<file path="config.mk">
export PLATFORM = sky130hd
export DESIGN_NAME = gouram_trace_arbiter
export DESIGN_NICKNAME = d
export VERILOG_FILES = /design/src/rtl/gouram_datatypes.sv /design/src/rtl/gouram_rr_picker.sv /design/src/rtl/gouram_trace_arbiter.sv
export SDC_FILE = /design/constraint.sdc
export NUM_CORES = 1
export LEC_CHECK = 0
export ABC_CLOCK_PERIOD_IN_PS = 3930
export CORE_MARGIN = 5
export CORE_UTILIZATION = 36
export CTS_CLUSTER_SIZE = 30
export DETAILED_ROUTE_END_ITERATION = 16
export GPL_ROUTABILITY_DRIVEN = 1
export GPL_TIMING_DRIVEN = 0
export PLACE_DENSITY = 0.9
export SLEW_MARGIN = 25
export SYNTH_ARGS = -nofsm -noshare
export SYNTH_HDL_FRONTEND = slang
export SYNTH_HIERARCHICAL = 1
export SYNTH_SLANG_ARGS = --single-unit
export TNS_END_PERCENT = 10
</file>
<file path="constraint.sdc">
create_clock -name clk -period 3.93 [get_ports clk]
set_input_delay 0.393 -clock clk [delete_from_list [all_inputs] [get_ports clk]]
set_output_delay 0.393 -clock clk [all_outputs]
set_load 0.005 [all_outputs]
</file>
<file path="src/rtl/gouram_datatypes.sv">
// Shared gouram types: trace record format, trace arbiter FSM states and defaults.
// Contents: trace_format record, arb_state_t, default arbiter sizing.
// Imported by the trace arbiter and its round-robin picker.
package gouram_datatypes;

  // One retired-instruction trace record as produced by a gouram WB tracker.
  typedef struct packed {
    logic [31:0] pc;
    logic [31:0] instruction;
    logic [31:0] mem_addr;
    logic [3:0]  mem_be;
    logic        mem_we;
    logic        mem_access;
  } trace_format;

  typedef enum logic {
    IDLE  = 1'b0,
    BURST = 1'b1
  } arb_state_t;

  localparam int GOURAM_ARB_DEFAULT_SOURCES = 2;
  localparam int GOURAM_ARB_DEFAULT_BURST   = 4;
  localparam int GOURAM_ARB_TS_W            = 32;

endpackage

</file>
<file path="src/rtl/gouram_rr_picker.sv">
// Combinational round-robin picker: first set bit of valid_i scanning from ptr_i upward, wrapping.
// Ports: valid_i (request vector), ptr_i (scan start) -> found_o (any request), idx_o (winner).
// Zero latency, no state; ptr_i must be < N.
module gouram_rr_picker
  import gouram_datatypes::*;
#(
  parameter int N = GOURAM_ARB_DEFAULT_SOURCES,
  parameter int W = (N > 1) ? $clog2(N) : 1
) (
  input  logic [N-1:0] valid_i,
  input  logic [W-1:0] ptr_i,
  output logic         found_o,
  output logic [W-1:0] idx_o
);

  always_comb begin
    int          j;
    logic [W-1:0] cand;
    found_o = 1'b0;
    idx_o   = '0;
    j       = 0;
    cand    = '0;
    for (int k = 0; k < N; k++) begin
      j = int'(ptr_i) + k;
      if (j >= N) j = j - N;
      cand = W'(j);
      if (!found_o && valid_i[cand]) begin
        found_o = 1'b1;
        idx_o   = cand;
      end
    end
  end

endmodule

</file>
<file path="src/rtl/gouram_trace_arbiter.sv">
// Shares one trace sink between NUM_SOURCES gouram trace units: round-robin with bounded burst
// lock (MAX_BURST records per grant), one registered output stage, valid/ready on both sides.
// Ports: clk, rst (async, active-high); src_valid_i/src_record_i/src_ready_o per source;
//   sink_valid_o/sink_record_o/sink_src_id_o registered out, sink_ready_i back-pressure.
// Option GOURAM_ARB_TIMESTAMP_EN: adds sink_timestamp_o, the 32-bit cycle count at accept time.
module gouram_trace_arbiter
  import gouram_datatypes::*;
#(
  parameter  int NUM_SOURCES = GOURAM_ARB_DEFAULT_SOURCES,
  parameter  int MAX_BURST   = GOURAM_ARB_DEFAULT_BURST,
  localparam int SRC_ID_W    = (NUM_SOURCES > 1) ? $clog2(NUM_SOURCES) : 1
) (
  input  logic                            clk,
  input  logic                            rst,
  input  logic        [NUM_SOURCES-1:0]   src_valid_i,
  input  trace_format [NUM_SOURCES-1:0]   src_record_i,
  output logic        [NUM_SOURCES-1:0]   src_ready_o,
  output logic                            sink_valid_o,
  output trace_format                     sink_record_o,
  output logic        [SRC_ID_W-1:0]      sink_src_id_o,
  input  logic                            sink_ready_i
`ifdef GOURAM_ARB_TIMESTAMP_EN
  ,
  output logic        [GOURAM_ARB_TS_W-1:0] sink_timestamp_o
`endif
);

  localparam int BCNT_W = $clog2(MAX_BURST + 1);

  arb_state_t            state_q, state_d;
  logic [SRC_ID_W-1:0]   rr_ptr_q, rr_ptr_d;
  logic [SRC_ID_W-1:0]   owner_q, owner_d;
  logic [BCNT_W-1:0]     burst_cnt_q, burst_cnt_d;
  logic                  sink_valid_q, sink_valid_d;
  trace_format           sink_record_q, sink_record_d;
  logic [SRC_ID_W-1:0]   sink_src_id_q, sink_src_id_d;

  logic                  pick_found;
  logic [SRC_ID_W-1:0]   pick_idx;
  logic                  out_free;
  logic                  cand_vld;
  logic [SRC_ID_W-1:0]   cand_idx;
  logic                  accept;

  function automatic logic [SRC_ID_W-1:0] ptr_inc(input logic [SRC_ID_W-1:0] p);
    if (p == SRC_ID_W'(NUM_SOURCES - 1)) return '0;
    return p + SRC_ID_W'(1);
  endfunction

  gouram_rr_picker #(
    .N (NUM_SOURCES),
    .W (SRC_ID_W)
  ) u_picker (
    .valid_i (src_valid_i),
    .ptr_i   (rr_ptr_q),
    .found_o (pick_found),
    .idx_o   (pick_idx)
  );

  // Candidate selection: free scan in IDLE, the locked owner in BURST.
  always_comb begin
    out_free = !sink_valid_q || sink_ready_i;
    cand_idx = pick_idx;
    cand_vld = pick_found;
    if (state_q == BURST) begin
      cand_idx = owner_q;
      cand_vld = src_valid_i[owner_q];
    end
    // rst gates the handshake so no source believes a record was taken during reset.
    accept = cand_vld && out_free && !rst;
  end

  always_comb begin
    src_ready_o = '0;
    if (accept) src_ready_o[cand_idx] = 1'b1;
  end

  // Output register: load on accept, hold under stall, drop valid once drained.
  always_comb begin
    sink_valid_d  = sink_valid_q;
    sink_record_d = sink_record_q;
    sink_src_id_d = sink_src_id_q;
    if (accept) begin
      sink_valid_d  = 1'b1;
      sink_record_d = src_record_i[cand_idx];
      sink_src_id_d = cand_idx;
    end else if (sink_ready_i) begin
      sink_valid_d  = 1'b0;
    end
  end

  // Arbitration FSM.
  always_comb begin
    state_d     = state_q;
    rr_ptr_d    = rr_ptr_q;
    owner_d     = owner_q;
    burst_cnt_d = burst_cnt_q;
    unique case (state_q)
      IDLE: begin
        if (accept) begin
          owner_d     = cand_idx;
          burst_cnt_d = BCNT_W'(1);
          if (MAX_BURST == 1) begin
            rr_ptr_d = ptr_inc(cand_idx);
          end else begin
            state_d  = BURST;
          end
        end
      end
      BURST: begin
        if (!src_valid_i[owner_q]) begin
          // Owner went quiet: release the lock; no grant is issued this cycle.
          state_d  = IDLE;
          rr_ptr_d = ptr_inc(owner_q);
        end else if (accept) begin
          burst_cnt_d = burst_cnt_q + BCNT_W'(1);
          if (burst_cnt_d == BCNT_W'(MAX_BURST)) begin
            state_d  = IDLE;
            rr_ptr_d = ptr_inc(owner_q);
          end
        end
        // Owner valid but sink stalled: everything holds.
      end
      default: state_d = IDLE;
    endcase
  end

  always_ff @(posedge clk or posedge rst) begin
    if (rst) begin
      state_q       <= IDLE;
      rr_ptr_q      <= '0;
      owner_q       <= '0;
      burst_cnt_q   <= '0;
      sink_valid_q  <= 1'b0;
      sink_record_q <= '0;
      sink_src_id_q <= '0;
    end else begin
      state_q       <= state_d;
      rr_ptr_q      <= rr_ptr_d;
      owner_q       <= owner_d;
      burst_cnt_q   <= burst_cnt_d;
      sink_valid_q  <= sink_valid_d;
      sink_record_q <= sink_record_d;
      sink_src_id_q <= sink_src_id_d;
    end
  end

  assign sink_valid_o  = sink_valid_q;
  assign sink_record_o = sink_record_q;
  assign sink_src_id_o = sink_src_id_q;

`ifdef GOURAM_ARB_TIMESTAMP_EN
  logic [GOURAM_ARB_TS_W-1:0] ts_q, ts_d;
  logic [GOURAM_ARB_TS_W-1:0] sink_ts_q, sink_ts_d;

  // Free-running cycle counter; wraps naturally at 2^32. The value seen in the
  // accept cycle travels with the record.
  always_comb begin
    ts_d      = ts_q + GOURAM_ARB_TS_W'(1);
    sink_ts_d = sink_ts_q;
    if (accept) sink_ts_d = ts_q;
  end

  always_ff @(posedge clk or posedge rst) begin
    if (rst) begin
      ts_q      <= '0;
      sink_ts_q <= '0;
    end else begin
      ts_q      <= ts_d;
      sink_ts_q <= sink_ts_d;
    end
  end

  assign sink_timestamp_o = sink_ts_q;
`endif

endmodule

</file>
==> results.md <==
* Post-CTS setup buffers at 0
* Register area at 0.002753 mm^2
* Final period util at 86.94%
* Crit-path slowest cell: clkdlybuf4s50_1
* Initial Util at 36.64%
* Routed Antenna Nets at 0
* Final Wtd Congestion at 0.8171
* Placed instance area at 0.008467 mm^2
* Buf+Inv Stages, Crit Path at 5
* First-pass GRT wire length at 27,640 um
* Fin worst setup slack at 0.5132 ns
* Root buffer cell: clkbuf_16
* Crit path kind: in2out
* Num ports at 315
* Worst stage delay on the critical path at 0.46 ns
* Final setup vio count at 0
* Status: completed
* Die area at 0.01654 mm^2
* Syn-to-layout area delta at 73.40%
* Unrepaired setup endpoints after global routing: no
* Area of the multi-input gates at 0.002136 mm^2
* Area leader, netlist: dfrtp_1
* CP delay by family, top: buffers and inverters
* Ant diodes at 0
* Clock Sink Count at 110
* Core occupancy in the finished layout at 63.53%
* Hold Violations, Final at 0
* DRC viols at 0
* Cells after synthesis at 487
* H-tree depth at 3
* Most frequent cells in the layout: clkdlybuf4s50_1, dfrtp_1, nand2_1, mux2i_1, o21ai_0
* Post-synth top flop: dfrtp_1
* Pin count of the biggest net entering global routing at 62
* Async S/R FF share, synth at 100.0%
* Final Skew at 0.005781 ns
* Tot GR Track Use at 21.65%
* Post-synthesis register bit count at 110
* Clock buffer depth at 2
* Fmax achieved at 292.7 MHz
* P per Cell Area at 680.5 mW/mm^2
* Sequential share of the synthesized area at 54.33%
* Number of CTS-inserted buffers at 9
* Hold buffer count at CTS at 0
* Arr. time, crit path at 3.02 ns
* CTS resizes at 0
* Fin area at 0.008785 mm^2
* Fillers at 1,165
* Post-Syn Nets at 698
* Die Wd at 128.6 um
* Ys Warns at 6
* Maximum ir drop on the vdd rail at 0.3397 mV
* Yosys top cell area share at 54.33%
* Yosys cell types at 24
* Worst relative slew slack at 51.34%
* Rows at 43
* Worst path required time at 3.54 ns
* Iter 0 DRT Violations at 205
* CP Capture Type: output port
* Max-Cap Viols at 0
* DRT Pass-1 Iters at 4
* Vias in the first global route at 5,166
* Core Area at 0.01383 mm^2
* Crit start category: input port
* Syn Area/Cell at 10.40 um^2
* Clock transition at the registers of the reported paths at 0.07 ns
* Total number of vias at 4,892
* Grt ovf at 0
* Most common cell on crit path: buf_2
* DRT Wirelength at 18,270 um
* CTS tree: built
* Lkg Pwr at 4.007 nW
* Worst Tran Pin Value at 0.7285 ns
* Final nets at 1,024
* Hold crit path type: reg2reg
* Cell area after synthesis at 0.005066 mm^2
* Top post-synthesis cells by area: dfrtp_1, mux2i_1, nand2_1
* WL/cell at 18.31 um
* Worst-Skew Late Latency at 0.34 ns
* EDFF count, synth at 0
* HPWL Detailed at 14,670 um
* Die Y at 128.6 um
* Buffers on Ports at 314
* CP Max Fanout at 10
* Critical-path cell list: clkdlybuf4s50_1 > or2_1 > nor2_1 > a2111o_1 > buf_2 > buf_2 > buf_2 > nor2_1 > clkdlybuf4s50_1
* Most common cell after layout, fill and taps aside: clkdlybuf4s50_1
* Max-slew violations at 0
* Worst Hold Slack at 0.4801 ns
* Initial antenna violation count at 0
* Dpl ws at 0.4889 ns
* Final Critical Period at 3.417 ns
* Vias per inst at 4.902
* Fraction of layout cells with a size suffix above 1 at 5.257%
-- path summary, 6_finish.rpt --
kind,start,end,slack (ns),cells after the start
min in group asynchronous,rst,sink_record_o[5],0.57,2
setup reg to reg,owner_q,sink_record_o[98],1.68,7
max in group asynchronous,rst,sink_record_o[36],2.70,3
setup / recovery,src_valid_i[1],src_ready_o[1],0.51,9
hold reg to reg,sink_record_o[54],sink_record_o[54],0.48,2
hold / removal,sink_record_o[54],sink_record_o[54],0.48,2
-- metrics by stage --
stage | total power [mW] | instances | TNS [ns]
2_1_floorplan | 3.316 | 487 | 0
3_3_place_gp | 4.974 | 981 | -124.08
3_5_place_dp | 5.065 | 982 | 0
4_1_cts | 6.058 | 998 | 0
5_1_grt | 6.398 | 998 | 0
6_report | 5.978 | 998 | 0
-- flip-flops by register name, indices dropped and copies added (netlist names) --
register and count:
state_q 1, rr_ptr_q 1, owner_q 1, burst_cnt_q 3, sink_record_o 102, sink_src_id_o 1
sink_valid_o 1
-- cells by family (layout without fill, tap and decap cells) --
logic type | count (synthesis) | in the layout | share of synthesized area (%)
and+or+nand+nor | 121 | 121 | 9.311
DFF | 110 | 110 | 54.33
AOI/OAI and AO/OA | 109 | 109 | 11.21
muxes | 106 | 106 | 20.97
buffers and inverters | 38 | 369 | 3.507
adders and majority gates | 2 | 2 | 0.4939
xor gates and xnor gates | 1 | 1 | 0.1729
-- per-layer routing --
layer | share of wire (%) | vias up | global-route usage (%)
met4 | 2.2 | 0 | 7.227
met1 | 37 | 2320 | 24.35
li1 | - | 2321 | -
met3 | 10 | 26 | 6.891
met5 | 0 | - | 0
met2 | 51 | 225 | 38.83
-- Yosys cell counts (2+ instances only) --
master,number
inv_1,3
o21ai_0,65
o21ai_1,39
nor2_1,5
ha_1,2
nand3_1,3
mux2i_1,105
dfrtp_1,110
clkbuf_1,9
buf_2,25
nand2_1,108
-- final cells by class --
cell class / count / share of cell area [%]
inverter: 3 / 0.1852
timing repair buffer: 315 / 36.09
multi-input combinational: 339 / 24.31
buffer: 35 / 1.894
clock buffer: 13 / 2.849
clock inverter: 3 / 0.7691
tap: 180 / 2.564
sequential: 110 / 31.33
-- worst reg2reg max path, stage by stage (launching register included) --
cell and delay, ns:
dfrtp_1 0.40, mux2i_1 0.34, a2111o_1 0.22, buf_2 0.29, buf_2 0.34, buf_2 0.37, nand2_1 0.12, o21ai_1 0.09
-- power breakdown --
part,switching [mW],internal [mW]
registers,0.296,1.67
clock network,0.405,0.578
logic,1.33,1.70
Note: power is estimated with default switching activity, not from simulation.
